$ cat src/rtl/fetch_queue_stage.sv
// Instruction-fetch stage: owns the fetch PC, reads instruction memory
// combinationally and queues {pc, instruction} pairs toward decode.
// Ports:
//   clk, reset                    clock, async active-high reset
//   imem_addr / imem_data         fetch PC out, same-cycle instruction word in
//   redirect_valid / redirect_pc  control transfer from EX (flush + reload PC)
//   id_valid / id_ready           FIFO head handshake toward ID
//   id_ir / id_pc                 head instruction word and its PC
//   fetch_stopped                 a halt word was fetched; fetch paused
//   occupancy                     number of valid FIFO entries
module fetch_queue_stage #(
    parameter logic [63:0] RESET_PC = 64'h2000,
    parameter int unsigned DEPTH    = 4
) (
    input  logic                     clk,
    input  logic                     reset,
    output logic [63:0]              imem_addr,
    input  logic [31:0]              imem_data,
    input  logic                     redirect_valid,
    input  logic [63:0]              redirect_pc,
    output logic                     id_valid,
    input  logic                     id_ready,
    output logic [31:0]              id_ir,
    output logic [63:0]              id_pc,
    output logic                     fetch_stopped,
    output logic [$clog2(DEPTH):0]   occupancy
);

    localparam int unsigned PTR_W = $clog2(DEPTH);
    localparam int unsigned CNT_W = PTR_W + 1;

    typedef enum logic {
        S_FETCH   = 1'b0,
        S_STOPPED = 1'b1
    } state_e;

    state_e             state_q, state_d;
    logic [63:0]        fpc_q, fpc_d;
    logic [CNT_W-1:0]   count_q, count_d;
    logic [PTR_W-1:0]   rd_ptr_q, rd_ptr_d;
    logic [PTR_W-1:0]   wr_ptr_q, wr_ptr_d;
    logic [63:0]        pc_mem_q [DEPTH];
    logic [31:0]        ir_mem_q [DEPTH];

    logic deq_c;
    logic enq_c;
    logic halt_c;
    logic unused_redirect_lsbs;

    // Low PC bits are forced to word alignment on redirect.
    assign unused_redirect_lsbs = ^redirect_pc[1:0];

    // Handshake qualifiers; redirect suppresses enqueue and overrides dequeue.
    assign halt_c = (imem_data[31:27] == 5'h0f) && (imem_data[3:0] == 4'h0);
    assign deq_c  = (count_q != '0) && id_ready;
    assign enq_c  = (state_q == S_FETCH) && ((count_q < CNT_W'(DEPTH)) || deq_c)
                    && !redirect_valid;

    // State register.
    always_ff @(posedge clk or posedge reset) begin
        if (reset) begin
            state_q <= S_FETCH;
        end else begin
            state_q <= state_d;
        end
    end

    // Next-state logic.
    always_comb begin
        state_d = state_q;
        if (redirect_valid) begin
            state_d = S_FETCH;
        end else if (enq_c && halt_c) begin
            state_d = S_STOPPED;
        end
    end

    // Output logic; all outputs come straight from registers.
    always_comb begin
        imem_addr     = fpc_q;
        id_valid      = (count_q != '0);
        id_ir         = ir_mem_q[rd_ptr_q];
        id_pc         = pc_mem_q[rd_ptr_q];
        fetch_stopped = (state_q == S_STOPPED);
        occupancy     = count_q;
    end

    // Datapath next-state: PC, pointers and count.
    always_comb begin
        fpc_d    = fpc_q;
        count_d  = count_q;
        rd_ptr_d = rd_ptr_q;
        wr_ptr_d = wr_ptr_q;
        if (redirect_valid) begin
            fpc_d    = {redirect_pc[63:2], 2'b00};
            count_d  = '0;
            rd_ptr_d = '0;
            wr_ptr_d = '0;
        end else begin
            if (enq_c) begin
                fpc_d    = fpc_q + 64'd4;
                wr_ptr_d = wr_ptr_q + PTR_W'(1);
            end
            if (deq_c) begin
                rd_ptr_d = rd_ptr_q + PTR_W'(1);
            end
            count_d = count_q + CNT_W'(enq_c) - CNT_W'(deq_c);
        end
    end

    // Datapath registers.
    always_ff @(posedge clk or posedge reset) begin
        if (reset) begin
            fpc_q    <= RESET_PC;
            count_q  <= '0;
            rd_ptr_q <= '0;
            wr_ptr_q <= '0;
        end else begin
            fpc_q    <= fpc_d;
            count_q  <= count_d;
            rd_ptr_q <= rd_ptr_d;
            wr_ptr_q <= wr_ptr_d;
        end
    end

    // FIFO storage; a flush leaves contents in place, only reset clears them.
    always_ff @(posedge clk or posedge reset) begin
        if (reset) begin
            for (int i = 0; i < int'(DEPTH); i++) begin
                pc_mem_q[i] <= '0;
                ir_mem_q[i] <= '0;
            end
        end else if (enq_c) begin
            pc_mem_q[wr_ptr_q] <= fpc_q;
            ir_mem_q[wr_ptr_q] <= imem_data;
        end
    end

endmodule

$ cat config.mk
export PLATFORM = sky130hd
export DESIGN_NAME = fetch_queue_stage
export DESIGN_NICKNAME = d
export VERILOG_FILES = /design/src/rtl/fetch_queue_stage.sv
export SDC_FILE = /design/constraint.sdc
export NUM_CORES = 1
export LEC_CHECK = 0
export ABC_AREA = 1
export BUFFER_PORTS_ARGS = -buffer_cell sky130_fd_sc_hd__clkbuf_2
export CAP_MARGIN = 30
export CORE_MARGIN = 5
export CORE_UTILIZATION = 55
export CTS_CLUSTER_DIAMETER = 150
export CTS_CLUSTER_SIZE = 30
export DETAILED_ROUTE_END_ITERATION = 7
export HOLD_SLACK_MARGIN = 0.15
export PLACE_DENSITY = 0.78
export REMOVE_ABC_BUFFERS = 1
export SLEW_MARGIN = 10
export SYNTH_ARGS = -nofsm -noshare
export SYNTH_HDL_FRONTEND = slang
export SYNTH_SLANG_ARGS = --single-unit
$ cat constraint.sdc
create_clock -name clk -period 42.7 [get_ports clk]
set_clock_uncertainty 0.1 [all_clocks]
set_input_delay 4.27 -clock clk [delete_from_list [all_inputs] [get_ports clk]]
set_output_delay 4.27 -clock clk [all_outputs]
set_load 0.02 [all_outputs]
==> summary.md <==
## Global routing
* **number of global-route vias before repair** 18360
* **global-route total usage across every layer** 29.37%
* **global-route wire length before repair** 100.1 mm
* **maximum number of pins on one net before global-route repair** 192
* **initial antenna violation count** 0
* **Overflow after GRT** 0

## Logic synthesis
* **largest cells by area after synthesis** dfrtp_1, nand2_1, o21ai_0, nor2_1, o21ai_1
* **proportion of synthesized flip-flops having asynchronous set or reset** 100.0%
* **count of mapped cells out of synthesis** 2631
* **count of unique library cells instantiated by Yosys** 39
* **share of synthesized area occupied by flip-flops and latches** 53.00%
* **synthesis warning total** 0
* **total of flip-flops plus latches after synthesis** 446
* **cell accounting for the most synthesized area** dfrtp_1
* **Post-synth top flop** dfrtp_1
* **top cells by instance count after synthesis** nand2_1, dfrtp_1, o21ai_0
* **post-synth design cell area** 21060 µm²
* **Avg Synthesized Cell Area** 8.005 µm²
* **proportion of netlist area held by the largest area contributor** 52.88%
* **count of flip-flops with a built-in enable after synthesis** 0
* **library cell with the highest instance count after synthesis** nand2_1

## Timing
* **aggregate negative setup slack** 0 ps
* **Post-Route Hold Slack** 392.5 ps
* **setup repair after global routing missed its margin** no
* **final slew viol count** 0
* **pin slew with the least headroom to its limit** 1032 ps
* **worst rel slew slack** 31.21%
* **Setup WS post-layout** 34750 ps
* **period utilisation layout** 18.62%
* **clock period minus worst slack** 7950 ps
* **final hold violation count** 0
* **Setup Viol. Count Final** 0
* **highest achievable clock rate** 125.8 MHz

## Detailed routing
* **initial detailed-routing violation count** 2125
* **Avg Vias per Cell** 5.891
* **Total Routed Length** 63.30 mm
* **Post-route DRC** 0
* **count of nets left with antenna violations after detail routing** 0
* **vias post-DR** 19330
* **number of detailed-routing iterations run before antenna repair** 5
* **wire length per cell after detailed routing** 19.29 µm

## Final layout
* **area occupied by multi-input gates** 8615 µm²
* **final standard cell count with taps included and fillers excluded** 3281
* **signed area change from the synthesized netlist to the final layout** 9.856%
* **final net count** 2876
* **diode insertion count for antenna repair** 0
* **Fillers** 3356
* **fraction of final layout cells with drive strength greater than 1** 12.71%
* **area of all sequential standard cells** 11170 µm²

## Critical path
* **sort of element at the start of the critical path** register
* **cells along the critical path** inv_4, buf_4, buf_16, o21ai_0, o22ai_1, clkbuf_2
* **delay contributed by the slowest stage of the critical path** 710 ps
* **peak fanout along the critical path** 82
* **critical path endpoint category** output pin
* **Setup CP Type** register to output pin
* **critical-path cell with the highest stage delay** dfrtp_4
* **required time of the critical path** 38330 ps
* **WP data arrival** 3580 ps

## Die
* **num rows** 71
* **starting density of the core** 55.78%
* **number of placed I/O pins** 265
* **Die Footprint** 42300 µm²
* **Core Box Area** 37760 µm²
* **Die Y-Extent** 205.7 µm
* **die width** 205.7 µm

## Outcome
* **result of the run** finished, final reports clean

## Place
* **Final GP Congestion** 0.9216
* **total instance count after detailed placement** 3259
* **half-perimeter wire length after placement** 40.90 mm
* **count of input and output buffers** 258
* **worst setup slack before clock tree synthesis** 34710 ps

## Clock tree
* **clock insertion delay at the later pin of the skew report** 560 ps
* **CTS Buffer Depth** 3
* **TritonCTS clock tree** yes
* **Clk pin slew, worst setup/hold paths** 120 ps
* **setup fix buffers added after clock tree synthesis** 0
* **Resized cells post-CTS** 0
* **number of buffers created by CTS** 18
* **CTS root buffer** clkbuf_16
* **number of clock sinks seen by CTS** 446
* **hold buffers post-CTS** 0
* **deepest level of the CTS H-tree** 1

## Worst hold path
* **Worst Hold Class** register to register

## Pwr
* **Power per Cell Area** 67.53 nW/µm²
* **total design power** 1562 µW
* **leakage power summed over all cells** 0.01109 µW
* **worst-case vdd ir drop** 0.00005003 V

## Flow run
* **number of violations of the max-capacitance limit** 0

## cells by family (layout without fill, tap and decap cells)
| group | after synthesis | after routing | synth area share (%) |
|---|---|---|---|
| and+or+nand+nor | 1092 | 1092 | 21.03 |
| AOI/OAI and AO/OA | 744 | 744 | 18.70 |
| DFF | 446 | 446 | 53.00 |
| buffers and inverters | 332 | 468 | 6.410 |
| adders and majority gates | 8 | 8 | 0.5109 |
| xor gates and xnor gates | 8 | 8 | 0.3327 |
| other | 1 | 4 | 0.01781 |
## state kept, by name, indices dropped and copies added, names as in the netlist
register,cells
occupancy,3
wr_ptr_q,2
imem_addr,62
pc_mem_q,248
ir_mem_q,128
rd_ptr_q,2
fetch_stopped,1
## worst paths after layout
path,start,to,slack (ps),cells after the start
min in group asynchronous,reset,pc_mem_q[194]$_DFFE_PP0P_,3710,2
worst max-delay path,rd_ptr_q[0]$_DFFE_PP0P_,id_pc[12],34750,6
worst max register to register,occupancy[2]$_DFF_PP0_,ir_mem_q[107]$_DFFE_PP0P_,39110,8
worst min register to register,ir_mem_q[88]$_DFFE_PP0P_,ir_mem_q[88]$_DFFE_PP0P_,390,2
max in group asynchronous,reset,ir_mem_q[37]$_DFFE_PP0P_,37250,3
worst min-delay path,ir_mem_q[88]$_DFFE_PP0P_,ir_mem_q[88]$_DFFE_PP0P_,390,2
## final cells by class
| type | instances | share of cell area, % |
|---|---|---|
| clock inverters | 1 | 0.1298 |
| inverters | 168 | 2.780 |
| repair buffers | 278 | 6.738 |
| clock buffers | 21 | 2.088 |
| multi-input cells | 1856 | 37.23 |
| well taps | 511 | 2.764 |
| flip-flops and latches | 446 | 48.27 |
## cells in the final DEF, fill, tap and decap left out, drive strengths merged
| master | instances |
|---|---|
| a21oi | 6 |
| a22oi | 1 |
| a31o | 1 |
| a31oi | 1 |
| a32o | 1 |
| buf | 20 |
| bufinv | 1 |
| clkbuf | 279 |
| clkinv | 4 |
| conb | 4 |
| dfrtp | 445 |
| dfstp | 1 |
| fa | 1 |
| ha | 7 |
| inv | 164 |
| nand2 | 652 |
| nand3 | 100 |
| nand3b | 1 |
| nand4 | 25 |
| nor2 | 301 |
| nor3 | 12 |
| nor4 | 1 |
| o211ai | 18 |
| o21ai | 611 |
| o21bai | 4 |
| o221ai | 6 |
| o22ai | 94 |
| o311ai | 1 |
| xor2 | 8 |
## metal layers
metal  share of wire (%)  track usage, %  wire length (µm)  up-vias
li1                    -               -                 -     8965
met1                  42           42.49             26770     9329
met2                  46           46.74             29190      907
met3                 8.3           3.877              5225      127
met4                 3.3           8.780              2112        0
met5                   0               0                 0        -
## through the flow
stage          utilization, %  instance area, µm²
2_1_floorplan               -               20350
3_3_place_gp            59.52               22470
3_5_place_dp            59.92               22620
4_1_cts                 61.28               23140
5_1_grt                 61.28               23140
6_report                61.28               23140
## where the power goes
| part | switching, µW | internal, µW | total (µW) |
|---|---|---|---|
| combinational | 424 | 204 | 628 |
| clock | 132 | 87.6 | 220 |
| sequential | 114 | 600 | 714 |
## worst max-delay path: cells and delay by family, from the launching register on
kind	cells	cell delay (ps)
AOI/OAI and AO/OA	2	470
buffers and inverters	4	1780
DFF	1	710
No activity file was read; power rests on OpenSTA's default activity.
